--- src/rtl/cache_ctrl_fsm.sv ---
// Access controller for a 4-way set-associative cache: tag/valid/dirty state, write-back and refill sequencing, LRU tracker drive.
// Optional saturating hit/miss statistics are built only when CACHE_STATS_EN is defined.
module cache_ctrl_fsm #(
  parameter int ADDR_W   = 32,
  parameter int INDEX_W  = 4,
  parameter int OFFSET_W = 4
) (
  input  logic                clk_i,
  input  logic                rst_i,
  input  logic                cpu_req_i,
  input  logic                cpu_we_i,
  input  logic [ADDR_W-1:0]   cpu_addr_i,
  output logic                cpu_ready_o,
  output logic                cpu_hit_o,
  output logic                busy_o,
  input  logic [1:0]          lru_way_i,
  output logic                lru_update_o,
  output logic [INDEX_W-1:0]  lru_set_o,
  output logic [1:0]          lru_access_way_o,
  output logic                mem_req_o,
  output logic                mem_we_o,
  output logic [ADDR_W-1:0]   mem_addr_o,
  input  logic                mem_ack_i,
  output logic                fill_pulse_o,
  output logic [15:0]         hit_count_o,
  output logic [15:0]         miss_count_o
);

  localparam int TAG_W = ADDR_W - INDEX_W - OFFSET_W;
  localparam int SETS  = 1 << INDEX_W;

  typedef enum logic [2:0] {
    S_IDLE      = 3'd0,
    S_COMPARE   = 3'd1,
    S_WRITEBACK = 3'd2,
    S_REFILL    = 3'd3,
    S_DONE      = 3'd4
  } state_t;

  state_t             state_q;
  logic [TAG_W-1:0]   tag_mem_q [SETS][4];
  logic [3:0]         valid_q   [SETS];
  logic [3:0]         dirty_q   [SETS];
  logic               we_q;
  logic [TAG_W-1:0]   req_tag_q;
  logic [INDEX_W-1:0] idx_q;
  logic [1:0]         way_q;
  logic               cpu_ready_q, cpu_hit_q, busy_q, lru_update_q;
  logic               mem_req_q, mem_we_q, fill_pulse_q;
  logic [ADDR_W-1:0]  mem_addr_q;

  logic [3:0]         match_s;
  logic               hit_s;
  logic [1:0]         hit_way_s, inv_way_s, victim_way_s;
  logic               victim_dirty_s;
  logic               unused_offset_s;

  assign unused_offset_s = ^cpu_addr_i[OFFSET_W-1:0];

  // Tag compare and victim selection for the latched set
  always_comb begin
    match_s = 4'd0;
    for (int w = 0; w < 4; w++) begin
      match_s[w] = valid_q[idx_q][w] && (tag_mem_q[idx_q][w] == req_tag_q);
    end
    hit_s = |match_s;
    case (match_s)
      4'b0010: hit_way_s = 2'd1;
      4'b0100: hit_way_s = 2'd2;
      4'b1000: hit_way_s = 2'd3;
      default: hit_way_s = 2'd0;
    endcase
    casez (valid_q[idx_q])
      4'b???0: inv_way_s = 2'd0;
      4'b??01: inv_way_s = 2'd1;
      4'b?011: inv_way_s = 2'd2;
      4'b0111: inv_way_s = 2'd3;
      default: inv_way_s = 2'd0;
    endcase
    victim_way_s   = (&valid_q[idx_q]) ? lru_way_i : inv_way_s;
    victim_dirty_s = valid_q[idx_q][victim_way_s] & dirty_q[idx_q][victim_way_s];
  end

  // Access sequencer with cache state arrays and registered outputs
  always_ff @(posedge clk_i) begin
    if (rst_i) begin
      state_q      <= S_IDLE;
      for (int s = 0; s < SETS; s++) begin
        valid_q[s] <= 4'd0;
        dirty_q[s] <= 4'd0;
        for (int w = 0; w < 4; w++) tag_mem_q[s][w] <= '0;
      end
      we_q         <= 1'b0;
      req_tag_q    <= '0;
      idx_q        <= '0;
      way_q        <= 2'd0;
      cpu_ready_q  <= 1'b0;
      cpu_hit_q    <= 1'b0;
      busy_q       <= 1'b0;
      lru_update_q <= 1'b0;
      mem_req_q    <= 1'b0;
      mem_we_q     <= 1'b0;
      mem_addr_q   <= '0;
      fill_pulse_q <= 1'b0;
    end else begin
      case (state_q)
        S_IDLE: begin
          if (cpu_req_i) begin
            we_q      <= cpu_we_i;
            req_tag_q <= cpu_addr_i[ADDR_W-1 -: TAG_W];
            idx_q     <= cpu_addr_i[OFFSET_W +: INDEX_W];
            busy_q    <= 1'b1;
            state_q   <= S_COMPARE;
          end
        end
        S_COMPARE: begin
          if (hit_s) begin
            if (we_q) dirty_q[idx_q][hit_way_s] <= 1'b1;
            way_q        <= hit_way_s;
            cpu_ready_q  <= 1'b1;
            cpu_hit_q    <= 1'b1;
            lru_update_q <= 1'b1;
            state_q      <= S_DONE;
          end else begin
            way_q     <= victim_way_s;
            mem_req_q <= 1'b1;
            if (victim_dirty_s) begin
              mem_we_q   <= 1'b1;
              mem_addr_q <= {tag_mem_q[idx_q][victim_way_s], idx_q, {OFFSET_W{1'b0}}};
              state_q    <= S_WRITEBACK;
            end else begin
              mem_we_q   <= 1'b0;
              mem_addr_q <= {req_tag_q, idx_q, {OFFSET_W{1'b0}}};
              state_q    <= S_REFILL;
            end
          end
        end
        S_WRITEBACK: begin
          // mem_req stays high: the refill request follows without a gap
          if (mem_ack_i) begin
            dirty_q[idx_q][way_q] <= 1'b0;
            mem_we_q   <= 1'b0;
            mem_addr_q <= {req_tag_q, idx_q, {OFFSET_W{1'b0}}};
            state_q    <= S_REFILL;
          end
        end
        S_REFILL: begin
          if (mem_ack_i) begin
            tag_mem_q[idx_q][way_q] <= req_tag_q;
            valid_q[idx_q][way_q]   <= 1'b1;
            dirty_q[idx_q][way_q]   <= we_q;
            mem_req_q    <= 1'b0;
            mem_we_q     <= 1'b0;
            mem_addr_q   <= '0;
            fill_pulse_q <= 1'b1;
            state_q      <= S_DONE;
          end
        end
        S_DONE: begin
          // After a refill the fill cycle comes first, then the completion cycle
          if (fill_pulse_q) begin
            fill_pulse_q <= 1'b0;
            cpu_ready_q  <= 1'b1;
            cpu_hit_q    <= 1'b0;
            lru_update_q <= 1'b1;
          end else begin
            cpu_ready_q  <= 1'b0;
            cpu_hit_q    <= 1'b0;
            lru_update_q <= 1'b0;
            busy_q       <= 1'b0;
            state_q      <= S_IDLE;
          end
        end
        default: begin
          state_q <= S_IDLE;
          busy_q  <= 1'b0;
        end
      endcase
    end
  end

  assign cpu_ready_o      = cpu_ready_q;
  assign cpu_hit_o        = cpu_hit_q;
  assign busy_o           = busy_q;
  assign lru_update_o     = lru_update_q;
  assign lru_set_o        = idx_q;
  assign lru_access_way_o = way_q;
  assign mem_req_o        = mem_req_q;
  assign mem_we_o         = mem_we_q;
  assign mem_addr_o       = mem_addr_q;
  assign fill_pulse_o     = fill_pulse_q;

`ifdef CACHE_STATS_EN
  logic [15:0] hit_cnt_q, miss_cnt_q;

  // Saturating hit/miss counters, stepped on the completion cycle
  always_ff @(posedge clk_i) begin
    if (rst_i) begin
      hit_cnt_q  <= 16'd0;
      miss_cnt_q <= 16'd0;
    end else if (cpu_ready_q) begin
      if (cpu_hit_q) begin
        if (hit_cnt_q != 16'hFFFF) hit_cnt_q <= hit_cnt_q + 16'd1;
      end else begin
        if (miss_cnt_q != 16'hFFFF) miss_cnt_q <= miss_cnt_q + 16'd1;
      end
    end
  end

  assign hit_count_o  = hit_cnt_q;
  assign miss_count_o = miss_cnt_q;
`else
  assign hit_count_o  = 16'd0;
  assign miss_count_o = 16'd0;
`endif

endmodule

--- config.mk ---
export PLATFORM = sky130hd
export DESIGN_NAME = cache_ctrl_fsm
export DESIGN_NICKNAME = d
export VERILOG_FILES = /design/src/rtl/cache_ctrl_fsm.sv
export SDC_FILE = /design/constraint.sdc
export NUM_CORES = 2
export LEC_CHECK = 0
export CAP_MARGIN = 20
export CELL_PAD_IN_SITES_DETAIL_PLACEMENT = 0
export CELL_PAD_IN_SITES_GLOBAL_PLACEMENT = 1
export CORE_AREA = 2 2 408 410
export DETAILED_ROUTE_END_ITERATION = 16
export DIE_AREA = 0 0 410 412
export PLACE_DENSITY_LB_ADDON = 0.1
export SYNTH_ARGS = -nofsm -noshare
export SYNTH_HDL_FRONTEND = slang
export SYNTH_SLANG_ARGS = --single-unit
--- constraint.sdc ---
create_clock -name clk_i -period 6 [get_ports clk_i]
set_input_delay 1.5 -clock clk_i [delete_from_list [all_inputs] [get_ports clk_i]]
set_output_delay 1.5 -clock clk_i [all_outputs]
set_load 0.1 [all_outputs]
==> reports/metrics.csv <==
metric,value,unit
WHS Path Cells,1,
final setup fails,0,
Ports,116,
most frequent cells in the layout,"edfxtp_1, and2_1, nor3_1",
drt total wl,290000,µm
PD cells,314,nW/µm²
Routed WL per cell,34.6,µm
"Seq/Total Area, Yosys",62.2,%
core area,164000,µm²
vias in the first global route,52598,
number of H-tree levels,4,
period utilization,97.2,%
Initial Utilization,49.7,%
Skew-Pair Late Insertion Delay,840,ps
die height,412,µm
Worst path most repeated cell,buf_4,
crit path DAT,6350,ps
largest net degree at the start of global routing,83,
worst endpoint required time,6520,ps
post-cts resize count,0,
Post-synth EDFFs,1600,
setup TNS,0,ps
Syn Area/Cell,13.6,µm²
worst min path class,flip-flop to flip-flop,
"Design Area, Final",92200,µm²
"CTS clk-pin slew, worst paths",60,ps
CTS Hold Bufs,0,
crit path launch type,flip-flop,
ys flop type,edfxtp_1,
TritonCTS Sinks,1736,
Worst Setup Path Type,flip-flop to flip-flop,
r2r worst-path depth,14,
placed inst area,86300,µm²
Worst path slowest cell,dfxtp_4,
postcts setup bufs,0,
vias per cell,6.43,
RSZ-0062 raised after global routing,no,
final net count,6058,
largest cells by area after synthesis,"edfxtp_1, mux4_2, and2_1, nor3_1, dfxtp_1",
Final Wtd Congestion,0.966,
Leak,32.3,nW
CTS tree,done,
min-delay src,valid_q[14][0],
Crit path largest cell delay,660,ps
"Slew Viols, Final",0,
Worst VDD drop,330,µV
I/O Buffers,75,
Post-Syn Instances,6027,
share of layout cells above drive strength 1,20.1,%
via count,53865,
initial antenna violation count,13,
Final ANT Viol Nets,0,
Overall Global Routing Usage,34.3,%
synthesized area,81700,µm²
max_slew headroom,19.6,%
R2R setup slack,170,ps
Layout Area Growth over Synthesis,12.9,%
die width,410,µm
initial drt markers,7396,
Yosys cell types,78,
post-synth top area cell,edfxtp_1,
total CTS buffers,187,
Seq cells post-synth,1736,
post-synth top area share,58.8,%
reg2reg end,dirty_q[8][0],
fmax,171,MHz
Synth Warn #,0,
Tmin final,5830,ps
Clock Path Buffers,3,
"Hold Violations, Final",0,
worst-margin pin slew,1170,ps
total grt overflow,0,
Initial DRT Pass Iterations,6,
Clock Skew,33.7,ps
crit-path max FO,32,
post-DP HPWL,186000,µm
root buf cell,clkbuf_16,
drt drc,0,
max-cap viol count,0,
"commonest non-fill, non-tap cell in the layout",edfxtp_1,
Die ar.,169000,µm²
cell row count,149,
CP endpoint kind,flip-flop,
Worst Hold End,valid_q[14][0],
Synth async-reset ratio,0,%
status,finished clean,
cell chain of the critical path,buf_12 -> buf_4 -> nor2_1 -> buf_4 -> a22oi_1 -> o211ai_1 -> o21ai_1 -> xor2_1 -> nor4_1 -> nand4_1 -> buf_4 -> maj3_1 -> a21bo_2 -> a21oi_1,
first-pass GRT wire length,407000,µm
[layout make-up]
class / instances / area, µm²
Sequential cell: 1736 / 50800
Clock inverter: 90 / 576
Fill cell: 13336 / 72000
Timing Repair Buffer: 485 / 4360
Tap cell: 2189 / 2740
Antenna cell: 5 / 12.5
Multi-Input combinational cell: 3587 / 28300
Clock buffer: 258 / 5280
Inverter: 22 / 93.8
[through the flow]
stage	std cells	hold slack (ps)	setup WS (ps)	utilization (%)	power, mW
CTS	8365	448	265	56.1	28.9
global placement	8017	427	333	52.5	17.8
floorplan	6062	421	874	-	16.2
global route	8367	460	126	56.1	29.6
finish	8372	445	169	56.1	28.9
detailed placement	8017	434	293	52.5	17.9
[how the worst max path moves through the flow]
stage	to	slack (ps)	cells after the start
3_5_place_dp	dirty_q[8][0]	290	14
6_report	dirty_q[8][0]	170	14
4_1_cts	dirty_q[8][0]	270	14
3_3_place_gp	dirty_q[10][0]	330	14
2_1_floorplan	tag_mem_q[7][0]	870	7
5_1_grt	dirty_q[8][0]	130	14
[sequential cells by signal (all words and copies together) (netlist names), 2 cells and up, named ones only]
register,flops
tag_mem_q,1536
dirty_q,64
valid_q,64
mem_addr_o,28
req_tag_q,24
lru_set_o,4
state_q,3
lru_access_way_o,2
[cell usage after synthesis (all sizes together), types with 4 or more instances]
cell,number
mux4,362
or3,5
o211ai,11
o221ai,8
a21o,66
or4,7
nand2b,18
nor4,12
o22ai,34
nor2b,41
mux2i,231
o21ai,116
o21a,10
a21oi,119
o2111ai,7
nand2,222
a31oi,29
o31ai,5
and3,18
nand4,15
clkbuf,539
edfxtp,1600
or2,4
a221oi,27
nand3,43
a22oi,44
xor2,26
nor3b,5
a21boi,19
mux2,71
nor4b,5
and2,798
a211oi,12
dfxtp,136
nor2,232
a221o,6
a22o,4
inv,19
buf,178
xnor2,79
nor3,792
[metal layers]
metal  GRT usage [%]  wire length, µm  share of wire [%]  vias up
li1                -                -                  -    22497
met1            46.7           114000                 39    27856
met2            52.8           132000                 46     2916
met3            8.19            29500                 10      586
met4            14.7            13900                4.8       10
met5               0               64              0.022        -
[cell families (layout without fill, tap and decap cells)]
| kind of cell | count (synthesis) | count (layout) | synth area share [%] |
|---|---|---|---|
| compound gates | 553 | 553 | 4.46 |
| xor+xnor | 105 | 105 | 1.13 |
| fa+ha+maj | 1 | 1 | 0.0123 |
| buf+inv | 739 | 855 | 3.92 |
| flops | 1736 | 1736 | 62.2 |
| mux | 664 | 664 | 13.8 |
| other cells | 1 | 41 | 0.00459 |
| simple gates | 2228 | 2228 | 14.5 |
[worst max-delay path, delay by kind of cell (launching register included)]
kind            cells  cell delay [ps]
flops               1              660
xor+xnor            1              160
simple gates        3             1420
buf+inv             4             1290
compound gates      5             1620
fa+ha+maj           1              330
[report_power, final]
part           internal, mW  switching, mW  total [mW]
sequential             13.6          0.304        13.9
clock                  6.34           4.87        11.2
combinational          1.21           2.64        3.84
total                  21.1           7.81        28.9
(Power assumes the default switching activity.)
